File: config.mk
export PLATFORM = sky130hd
export DESIGN_NAME = mem_arbiter
export DESIGN_NICKNAME = d
export VERILOG_FILES = /design/src/rtl/mem_arbiter_pkg.sv /design/src/rtl/mem_arb_pick.sv /design/src/rtl/mem_arbiter.sv
export SDC_FILE = /design/constraint.sdc
export NUM_CORES = 1
export LEC_CHECK = 0
export CORE_MARGIN = 3
export CORE_UTILIZATION = 39
export CTS_CLUSTER_DIAMETER = 100
export DETAILED_ROUTE_END_ITERATION = 12
export PLACE_DENSITY = 0.75
export SLEW_MARGIN = 0
export SYNTH_ARGS = -nofsm -noshare
export SYNTH_HDL_FRONTEND = slang
export SYNTH_SLANG_ARGS = --single-unit
File: constraint.sdc
create_clock -name clk -period 4.6 [get_ports clk]
set_input_delay 0.92 -clock clk [delete_from_list [all_inputs] [get_ports clk]]
set_output_delay 0.92 -clock clk [all_outputs]
set_load 0.01 [all_outputs]
File: src/rtl/mem_arbiter_pkg.sv
// Shared definitions for the two-port RAM arbiter: FSM encodings, default
// widths and counter sizing.
package mem_arbiter_pkg;

  typedef enum logic [1:0] {
    STATE_IDLE   = 2'd0,
    STATE_ACCESS = 2'd1,
    STATE_ACK    = 2'd2
  } state_t;

  localparam int DEF_ADDR_W = 32;
  localparam int DEF_DATA_W = 32;

  // Wide enough for RAM_LAT-1 and MAX_DATA_STREAK, both limited to 15.
  localparam int CNT_W = 4;
  localparam logic [CNT_W-1:0] CNT_ZERO = '0;

endpackage

File: src/rtl/mem_arb_pick.sv
// Grant decision: DATA wins unless IF is waiting and the DATA streak is spent.
module mem_arb_pick
  import mem_arbiter_pkg::*;
#(
  parameter int MAX_DATA_STREAK = 4
) (
  input  logic             d_req,
  input  logic             if_req,
  input  logic [CNT_W-1:0] streak,
  output logic             grant_d,
  output logic             grant_if
);

  logic streak_full;

  assign streak_full = (streak == CNT_W'(MAX_DATA_STREAK));
  assign grant_d     = d_req && !(if_req && streak_full);
  assign grant_if    = if_req && !grant_d;

endmodule

File: src/rtl/mem_arbiter.sv
// Shares one single-port RAM between the CPU fetch (IF) and load/store (DATA)
// ports, latching the winner at grant and acking with a one-cycle pulse.
//
//   state        | meaning
//   -------------+------------------------------------------------------
//   STATE_IDLE   | no transaction; arbitrate and latch the winner
//   STATE_ACCESS | RAM enabled for RAM_LAT cycles, counter counts down
//   STATE_ACK    | one-cycle ack to the winner, requests ignored
module mem_arbiter
  import mem_arbiter_pkg::*;
#(
  parameter int ADDR_W          = DEF_ADDR_W,
  parameter int DATA_W          = DEF_DATA_W,
  parameter int RAM_LAT         = 1,
  parameter int MAX_DATA_STREAK = 4
) (
  input  logic                clk,
  input  logic                rst,
  input  logic                if_req,
  input  logic [ADDR_W-1:0]   if_addr,
  output logic                if_ack,
  output logic [DATA_W-1:0]   if_rdata,
  input  logic                d_req,
  input  logic                d_we,
  input  logic [ADDR_W-1:0]   d_addr,
  input  logic [DATA_W/8-1:0] d_sel,
  input  logic [DATA_W-1:0]   d_wdata,
  output logic                d_ack,
  output logic [DATA_W-1:0]   d_rdata,
  output logic                ram_ce,
  output logic                ram_we,
  output logic [ADDR_W-1:0]   ram_addr,
  output logic [DATA_W/8-1:0] ram_sel,
  output logic [DATA_W-1:0]   ram_wdata,
  input  logic [DATA_W-1:0]   ram_rdata
);

  localparam int SEL_W = DATA_W/8;

  state_t             state, state_next;
  logic [CNT_W-1:0]   cnt, streak;
  logic [ADDR_W-1:0]  lat_addr;
  logic               lat_we;
  logic [SEL_W-1:0]   lat_sel;
  logic [DATA_W-1:0]  lat_wdata;
  logic               win_d;
  logic [DATA_W-1:0]  if_rdata_q, d_rdata_q;
  logic               grant_d, grant_if, grant;

  mem_arb_pick #(.MAX_DATA_STREAK(MAX_DATA_STREAK)) u_pick (
    .d_req    (d_req),
    .if_req   (if_req),
    .streak   (streak),
    .grant_d  (grant_d),
    .grant_if (grant_if)
  );

  assign grant = (state == STATE_IDLE) && (grant_d || grant_if);

  always_ff @(posedge clk or posedge rst) begin
    if (rst) state <= STATE_IDLE;
    else     state <= state_next;
  end

  always_comb begin
    state_next = state;
    case (state)
      STATE_IDLE:   if (grant) state_next = STATE_ACCESS;
      STATE_ACCESS: if (cnt == CNT_ZERO) state_next = STATE_ACK;
      STATE_ACK:    state_next = STATE_IDLE;
      default:      state_next = STATE_IDLE;
    endcase
  end

  always_ff @(posedge clk or posedge rst) begin
    if (rst) begin
      cnt        <= CNT_ZERO;
      streak     <= CNT_ZERO;
      lat_addr   <= '0;
      lat_we     <= 1'b0;
      lat_sel    <= '0;
      lat_wdata  <= '0;
      win_d      <= 1'b0;
      if_rdata_q <= '0;
      d_rdata_q  <= '0;
    end else if (grant) begin
      win_d <= grant_d;
      cnt   <= CNT_W'(RAM_LAT - 1);
      if (grant_d) begin
        lat_addr  <= d_addr;
        lat_we    <= d_we;
        lat_sel   <= d_sel;
        lat_wdata <= d_wdata;
        if (!if_req)
          streak <= CNT_ZERO;
        else if (streak != CNT_W'(MAX_DATA_STREAK))
          streak <= streak + 1'b1;
      end else begin
        // Fetches are always full-word reads.
        lat_addr  <= if_addr;
        lat_we    <= 1'b0;
        lat_sel   <= '1;
        lat_wdata <= '0;
        streak    <= CNT_ZERO;
      end
    end else if (state == STATE_ACCESS) begin
      if (cnt != CNT_ZERO)
        cnt <= cnt - 1'b1;
      else if (win_d)
        d_rdata_q <= lat_we ? '0 : ram_rdata;
      else
        if_rdata_q <= ram_rdata;
    end
  end

  always_comb begin
    if_ack    = 1'b0;
    d_ack     = 1'b0;
    ram_ce    = 1'b0;
    ram_we    = 1'b0;
    ram_addr  = '0;
    ram_sel   = '0;
    ram_wdata = '0;
    if_rdata  = if_rdata_q;
    d_rdata   = d_rdata_q;
    case (state)
      STATE_ACCESS: begin
        ram_ce    = 1'b1;
        ram_we    = lat_we && (cnt == CNT_ZERO);
        ram_addr  = lat_addr;
        ram_sel   = lat_sel;
        ram_wdata = lat_wdata;
      end
      STATE_ACK: begin
        if_ack = !win_d;
        d_ack  = win_d;
      end
      default: ;
    endcase
  end

endmodule

==> results of run 1 <==
-- synthesized netlist by cell type, drive strengths merged (2+ instances only) --
cell	count	share of area, %
nand3	37	2.8
a32o	2	0.30
mux2	65	11
inv	10	0.56
nand4	32	3.0
ha	3	0.56
a21oi	3	0.23
clkbuf	36	2.0
nor2b	32	3.0
o21ai	35	2.6
nand2b	4	0.38
o211ai	30	3.4
buf	18	1.7
or2	2	0.19
nor3	3	0.23
and3	2	0.19
dfrtp	144	54
and2	67	6.3
a22o	33	4.3
o22a	4	0.53
nor2	5	0.28
o22ai	2	0.19
nor3b	2	0.23
nand2	3	0.21
o221ai	2	0.26
-- final cells by class --
class                      count  area, um2  area share (%)
timing repair buffer         281       2815           27.92
inverter                      10      41.29          0.4095
tap                          220      275.3           2.730
multi-input combinational    377       2791           27.69
sequential                   144       3603           35.74
antenna                        1      2.502         0.02482
clock inverter                13      113.9           1.129
clock buffer                  18      439.2           4.356
-- kinds of logic (layout without fill, tap and decap cells) --
group	after synthesis	count (layout)	share of synthesized area (%)
other cells	0	1	0
fa+ha+maj	3	3	0.5630
buf+inv	64	322	4.316
simple gates	195	195	17.86
flops	144	144	54.04
mux	66	66	11.13
compound gates	113	113	12.08
-- stage by stage --
step                hold WS (ns)  total power (W)
floorplan                 0.4644         0.003917
global placement          0.4790         0.005409
detailed placement        0.4840         0.005510
CTS                       0.5001         0.006835
global route              0.5150         0.007193
finish                    0.4991         0.006766
-- flip-flops by register name, indices dropped and copies added (netlist names) --
name,cells
streak,4
lat_we,1
state,2
lat_addr,32
lat_wdata,32
win_d,1
cnt,4
lat_sel,4
if_rdata,32
d_rdata,32
-- metal layers --
metal  global-route usage [%]  part of all wire [%]
met5                        0                     0
met4                    5.431                   1.2
met3                    6.434                   8.8
met2                    33.76                    49
met1                    26.20                    41
-- power by group --
group / switching, W / internal [W] / total, W
clock network: 0.000530 / 0.000755 / 0.00129
registers: 0.000338 / 0.00188 / 0.00221
logic: 0.00146 / 0.00181 / 0.00327
total: 0.00233 / 0.00444 / 0.00677
-- worst register-to-register path: cells and delay by family (launching register included) --
family | cells | cell delay [ns]
AOI/OAI and AO/OA | 1 | 0.28
and+or+nand+nor | 2 | 1.21
DFF | 1 | 0.45
buffers and inverters | 1 | 0.53
-- path summary, 6_finish.rpt --
| path | start | end | slack (ns) |
|---|---|---|---|
| worst max-delay path | state[1] | ram_addr[5] | 0.84 |
| worst min-delay path | lat_wdata[16] | lat_wdata[16] | 0.50 |
| worst max register to register | state[0] | lat_wdata[8] | 2.06 |
| worst min register to register | lat_wdata[16] | lat_wdata[16] | 0.50 |
| max in group asynchronous | rst | lat_addr[10] | 2.90 |
| min in group asynchronous | rst | if_rdata[3] | 1.03 |
==> reports/qor.log, run 1 <==
[setup_path] worst stage delay on the critical path 0.62 ns
[timing] portion of the clock cycle consumed by the worst path in the final layout 81.66%
[yosys] gate count of the mapped netlist 585
[setup_path] list of cells traversed by the critical path nand2b_1, inv_1, buf_12, and2_1, clkdlybuf4s50_1
[yosys] Seq/Total Area, Yosys 54.04%
[yosys] Unique masters post-synth 40
[floorplan] area of the placeable core 16,640 um2
[setup_path] path length in cells of the critical path 5
[routing] vias post-DR 5,642
[timing] RSZ-0062 raised after global routing false
[clock_network] maximum number of buffers from clock root to sink 2
[setup_path] slowest library cell on the worst path sky130_fd_sc_hd__inv_1
[setup_path] Required @ worst endpoint 3.68 ns
[yosys] flop and latch count out of synthesis 144
[routing] number of design-rule violations left by the first detailed-router iteration 308
[yosys] number of warnings printed during yosys synthesis 0
[grt] Congestion Overflow GR 0
[placement] worst setup timing slack at the placement stage 1.079 ns
[placement] Placed Cells 1,032
[finish] most common cell after layout, fill and taps aside sky130_fd_sc_hd__clkdlybuf4s50_1
[timing] setup ws final 0.8436 ns
[clock_network] post-CTS setup-driven buffer insertion count 0
[clock_network] clock latency on the worst-skew pair 0.41 ns
[pwr] leakage power summed over all cells 4.101 nW
[outcome] status finished, final reports clean
[placement] instance area after placement 9527 um2
[finish] area growth from synthesis to layout 51.21%
[finish] layout cells sized above 1 13.52%
[timing] largest clock skew in the final design 0.007665 ns
[job] number of maximum-capacitance violations 0
[setup_path] largest delay contributor family on the critical path buffers and inverters
[yosys] FFs w/ async S/R, synth 100.0%
[grt] maximum number of pins on one net before global-route repair 145
[grt] number of global-route vias before repair 5,775
[clock_network] number of buffers created by CTS 17
[setup_path] Critical path buffers and inverters 3
[placement] post-detail-place hpwl 13,420 um
[routing] Initial DRT Pass Iterations 5
[setup_path] Worst Reg-to-Reg Cells 4
[grt] number of antenna violations at the first check in global routing 1
[finish] Filler cells 1,334
[routing] number of vias per cell 5.303
[setup_path] kind of start point of the critical path register
[clock_network] clock-pin transition on the worst setup and hold timing paths 0.06 ns
[clock_network] cell at the root of the clock tree sky130_fd_sc_hd__clkbuf_16
[floorplan] Std-Cell Rows 47
[timing] Final Max Slew Viols 0
[pwr] maximum vdd drop 0.3199 mV
[routing] number of nets with antenna violations after routing 0
[finish] most frequent cells in the layout sky130_fd_sc_hd__clkdlybuf4s50_1, sky130_fd_sc_hd__dfrtp_1, sky130_fd_sc_hd__and2_1, sky130_fd_sc_hd__mux2_2, sky130_fd_sc_hd__nand3_1
[worst_hold_path] hold crit path type register to register
[timing] transition at the pin with the smallest max-transition slack 1.216 ns
[yosys] Post-synth EDFFs 0
[floorplan] Ports 273
[timing] setup violators final 0
[placement] global placement routability congestion 0.8812
[finish] post-layout instance area 10,080 um2
[floorplan] die outline height 136.8 um
[timing] clock period minus final worst setup slack 3.756 ns
[timing] highest achievable clock rate 266.2 MHz
[yosys] total nets after synthesis 725
[worst_hold_path] Hold Path Depth 1
[finish] final cell count without fillers 1,064
[finish] final core utilization 60.58%
[setup_path] Crit Path Max Fanout 42
[yosys] average size of a mapped cell 11.40 um2
[pwr] Pwr Density 671.1 nW/um2
[placement] number of buffers inserted by port buffering 272
[clock_network] level count of the clock H-tree 4
[setup_path] CP Data Arrival Time 2.84 ns
[finish] count of nets after finishing 971
[routing] count of unresolved DRC violations after routing 0
[clock_network] TritonCTS sink count 144
[timing] headroom to the max-slew limit 18.96%
[floorplan] horizontal extent of the die 136.8 um
[timing] final total negative setup slack 0 ns
[setup_path] kind of end point of the critical path output port
[yosys] ys flop type sky130_fd_sc_hd__dfrtp_1
[grt] total routing resource utilization after global routing 20.48%
[clock_network] number of buffers inserted by hold repair at cts 0
[setup_path] critical path start-end classification register to output port
[grt] first-pass GRT wire length 30,220 um
[floorplan] starting utilization of the core area 40.06%
[timing] total count of hold-check failures in the final report 0
[clock_network] count of instances resized after the clock tree is built 0
[floorplan] die area 18,700 um2
[yosys] total standard cell area after synthesis 6668 um2
[routing] Avg WL per Cell 18.25 um
[clock_network] CTS tree built
[routing] Detailed Route WL 19,410 um
(Power assumes the default switching activity.)
==> run 2, diff against run 1 <==
Settings changed: CORE_UTILIZATION 39 to 40, PLACE_DENSITY 0.75 to 0.73.
Clock period 4.6 ns to 3.7 ns, I/O delays scaled along.
==> reports/qor.log, run 2 (synthesis results as in run 1) <==
[floorplan] die outline height 135.1 um [was 136.8 um]
[timing] final total negative setup slack 0 ns [unchanged]
[routing] number of design-rule violations left by the first detailed-router iteration 272 [was 308]
[clock_network] count of instances resized after the clock tree is built 0 [unchanged]
[routing] Detailed Route WL 19,470 um [was 19,410 um]
[timing] Final Max Slew Viols 0 [unchanged]
[job] number of maximum-capacitance violations 0 [unchanged]
[clock_network] clock-pin transition on the worst setup and hold timing paths 0.06 ns [about the same]
[pwr] Pwr Density 833.5 nW/um2 [was 671.1 nW/um2]
[clock_network] number of buffers created by CTS 17 [unchanged]
[outcome] status finished, final reports clean [unchanged]
[setup_path] Worst Reg-to-Reg Cells 3 [was 4]
[placement] worst setup timing slack at the placement stage 0.3827 ns [was 1.079 ns]
[setup_path] kind of end point of the critical path output port [unchanged]
[finish] layout cells sized above 1 13.70% [was 13.52%]
[clock_network] number of buffers inserted by hold repair at cts 0 [unchanged]
[floorplan] Std-Cell Rows 46 [was 47]
[timing] clock period minus final worst setup slack 3.527 ns
[finish] most common cell after layout, fill and taps aside sky130_fd_sc_hd__clkdlybuf4s50_1 [unchanged]
[setup_path] Critical path buffers and inverters 3 [unchanged]
[grt] first-pass GRT wire length 31,190 um [was 30,220 um]
[floorplan] die area 18,250 um2 [was 18,700 um2]
[routing] number of vias per cell 5.342 [was 5.303]
[clock_network] clock latency on the worst-skew pair 0.42 ns [was 0.41 ns]
[worst_hold_path] end of the worst hold path lat_wdata[23] [was lat_wdata[16]]
[clock_network] CTS tree built [unchanged]
[pwr] maximum vdd drop 0.3946 mV [was 0.3199 mV]
[grt] total routing resource utilization after global routing 21.51% [was 20.48%]
[worst_hold_path] worst hold path startpoint lat_wdata[23] [was lat_wdata[16]]
[timing] RSZ-0062 raised after global routing false [unchanged]
[routing] count of unresolved DRC violations after routing 0 [unchanged]
[finish] Ant. Diodes 0 [was 1]
[timing] setup ws final 0.1730 ns [was 0.8436 ns]
[clock_network] cell at the root of the clock tree sky130_fd_sc_hd__clkbuf_16 [unchanged]
[grt] maximum number of pins on one net before global-route repair 145 [unchanged]
[finish] final core utilization 62.66% [was 60.58%]
[setup_path] critical path start-end classification register to output port [unchanged]
[clock_network] maximum number of buffers from clock root to sink 2 [unchanged]
[setup_path] reg2reg end lat_wdata[10] [was lat_wdata[8]]
[timing] total count of hold-check failures in the final report 0 [unchanged]
[routing] vias post-DR 5,679 [was 5,642]
[routing] Initial DRT Pass Iterations 4 [was 5]
[placement] Placed Cells 1,031 [was 1,032]
[setup_path] startpoint of the most critical setup path state[1] [unchanged]
[setup_path] worst stage delay on the critical path 0.50 ns [was 0.62 ns]
[setup_path] largest delay contributor family on the critical path buffers and inverters [unchanged]
[placement] global placement routability congestion 0.8573 [was 0.8812]
[timing] largest clock skew in the final design 0.005454 ns [was 0.007665 ns]
[grt] Congestion Overflow GR 0 [unchanged]
[worst_hold_path] hold crit path type register to register [unchanged]
[timing] transition at the pin with the smallest max-transition slack 1.064 ns [was 1.216 ns]
[timing] highest achievable clock rate 283.5 MHz
[setup_path] list of cells traversed by the critical path nand2b_1, clkinv_1, buf_12, and2_1, clkdlybuf4s50_1 [was nand2b_1, inv_1, buf_12, and2_1, clkdlybuf4s50_1]
[finish] final cell count without fillers 1,063 [was 1,064]
[timing] setup violators final 0 [unchanged]
[setup_path] slack of the worst reg-to-reg path 1.61 ns [was 2.06 ns]
[finish] count of nets after finishing 974 [was 971]
[grt] number of antenna violations at the first check in global routing 0 [was 1]
[setup_path] CP Data Arrival Time 2.79 ns [was 2.84 ns]
[placement] number of buffers inserted by port buffering 272 [unchanged]
[floorplan] starting utilization of the core area 41.37% [was 40.06%]
[finish] Filler cells 1,279 [was 1,334]
[finish] area growth from synthesis to layout 51.45% [was 51.21%]
[setup_path] Required @ worst endpoint 2.96 ns [was 3.68 ns]
[pwr] overall power of the completed layout 0.008417 W [was 0.006766 W]
[clock_network] TritonCTS sink count 144 [unchanged]
[finish] most frequent cells in the layout sky130_fd_sc_hd__clkdlybuf4s50_1, sky130_fd_sc_hd__dfrtp_1, sky130_fd_sc_hd__and2_1, sky130_fd_sc_hd__mux2_2, sky130_fd_sc_hd__nand3_1 [unchanged]
[timing] portion of the clock cycle consumed by the worst path in the final layout 95.32%
[setup_path] Worst R2R Start state[0] [unchanged]
[setup_path] Crit Path Max Fanout 57 [was 42]
[setup_path] kind of start point of the critical path register [unchanged]
[clock_network] level count of the clock H-tree 4 [unchanged]
[placement] post-detail-place hpwl 13,580 um [was 13,420 um]
[routing] Avg WL per Cell 18.32 um [was 18.25 um]
[floorplan] horizontal extent of the die 135.1 um [was 136.8 um]
[grt] number of global-route vias before repair 5,927 [was 5,775]
[routing] number of nets with antenna violations after routing 0 [unchanged]
[setup_path] slowest library cell on the worst path sky130_fd_sc_hd__clkdlybuf4s50_1 [was sky130_fd_sc_hd__inv_1]
[floorplan] Ports 273 [unchanged]
[floorplan] area of the placeable core 16,120 um2 [was 16,640 um2]
[pwr] leakage power summed over all cells 4.106 nW [was 4.101 nW]
[timing] headroom to the max-slew limit 29.00% [was 18.96%]
[worst_hold_path] Hold Path Depth 1 [unchanged]
[clock_network] post-CTS setup-driven buffer insertion count 0 [unchanged]
## run 2: how the worst max path moves through the flow
stage	to	slack [ns]	cells after the start
6_report	ram_wdata[12]	0.17	5
3_5_place_dp	lat_sel[0]	0.38	4
2_1_floorplan	cnt[0]	1.15	1
5_1_grt	ram_addr[16]	0.02	5
3_3_place_gp	lat_sel[2]	0.48	4
4_1_cts	ram_addr[16]	0.18	5
## run 2: layer usage
| layer | vias to the layer above | GRT usage (%) | wire (um) |
|---|---|---|---|
| met2 | 284 | 34.68 | 9240 |
| li1 | 2603 | - | - |
| met1 | 2756 | 27.70 | 8154 |
| met4 | 0 | 7.895 | 386 |
| met5 | - | 0 | 0 |
| met3 | 36 | 6.185 | 1693 |
## run 2: final cells by class
type / instances / area (um2) / share of cell area [%]
sequential: 144 / 3603 / 35.68
timing repair buffer: 284 / 2838 / 28.10
multi-input combinational: 377 / 2786 / 27.59
clock buffer: 19 / 442.9 / 4.386
tap: 216 / 270.3 / 2.676
clock inverter: 13 / 116.4 / 1.152
inverter: 10 / 41.29 / 0.4089
## run 2: report_power, final
group	internal [W]	switching (W)
Clock	0.000939	0.000659
Sequential	0.00233	0.000408
Combinational	0.00225	0.00183
Total	0.00552	0.00289
## run 2: stage by stage
stage	hold WS, ns	instance area, um2
2_1_floorplan	0.4644	6671
3_3_place_gp	0.4714	9539
3_5_place_dp	0.4800	9539
4_1_cts	0.4992	10100
5_1_grt	0.5096	10100
6_report	0.4986	10100
## run 2: worst register-to-register path: stages (launching register included)
cell and delay, ns:
sky130_fd_sc_hd__dfrtp_1 0.47, sky130_fd_sc_hd__nor2_4 0.47, sky130_fd_sc_hd__nand2_2 0.58, sky130_fd_sc_hd__a22o_1 0.46
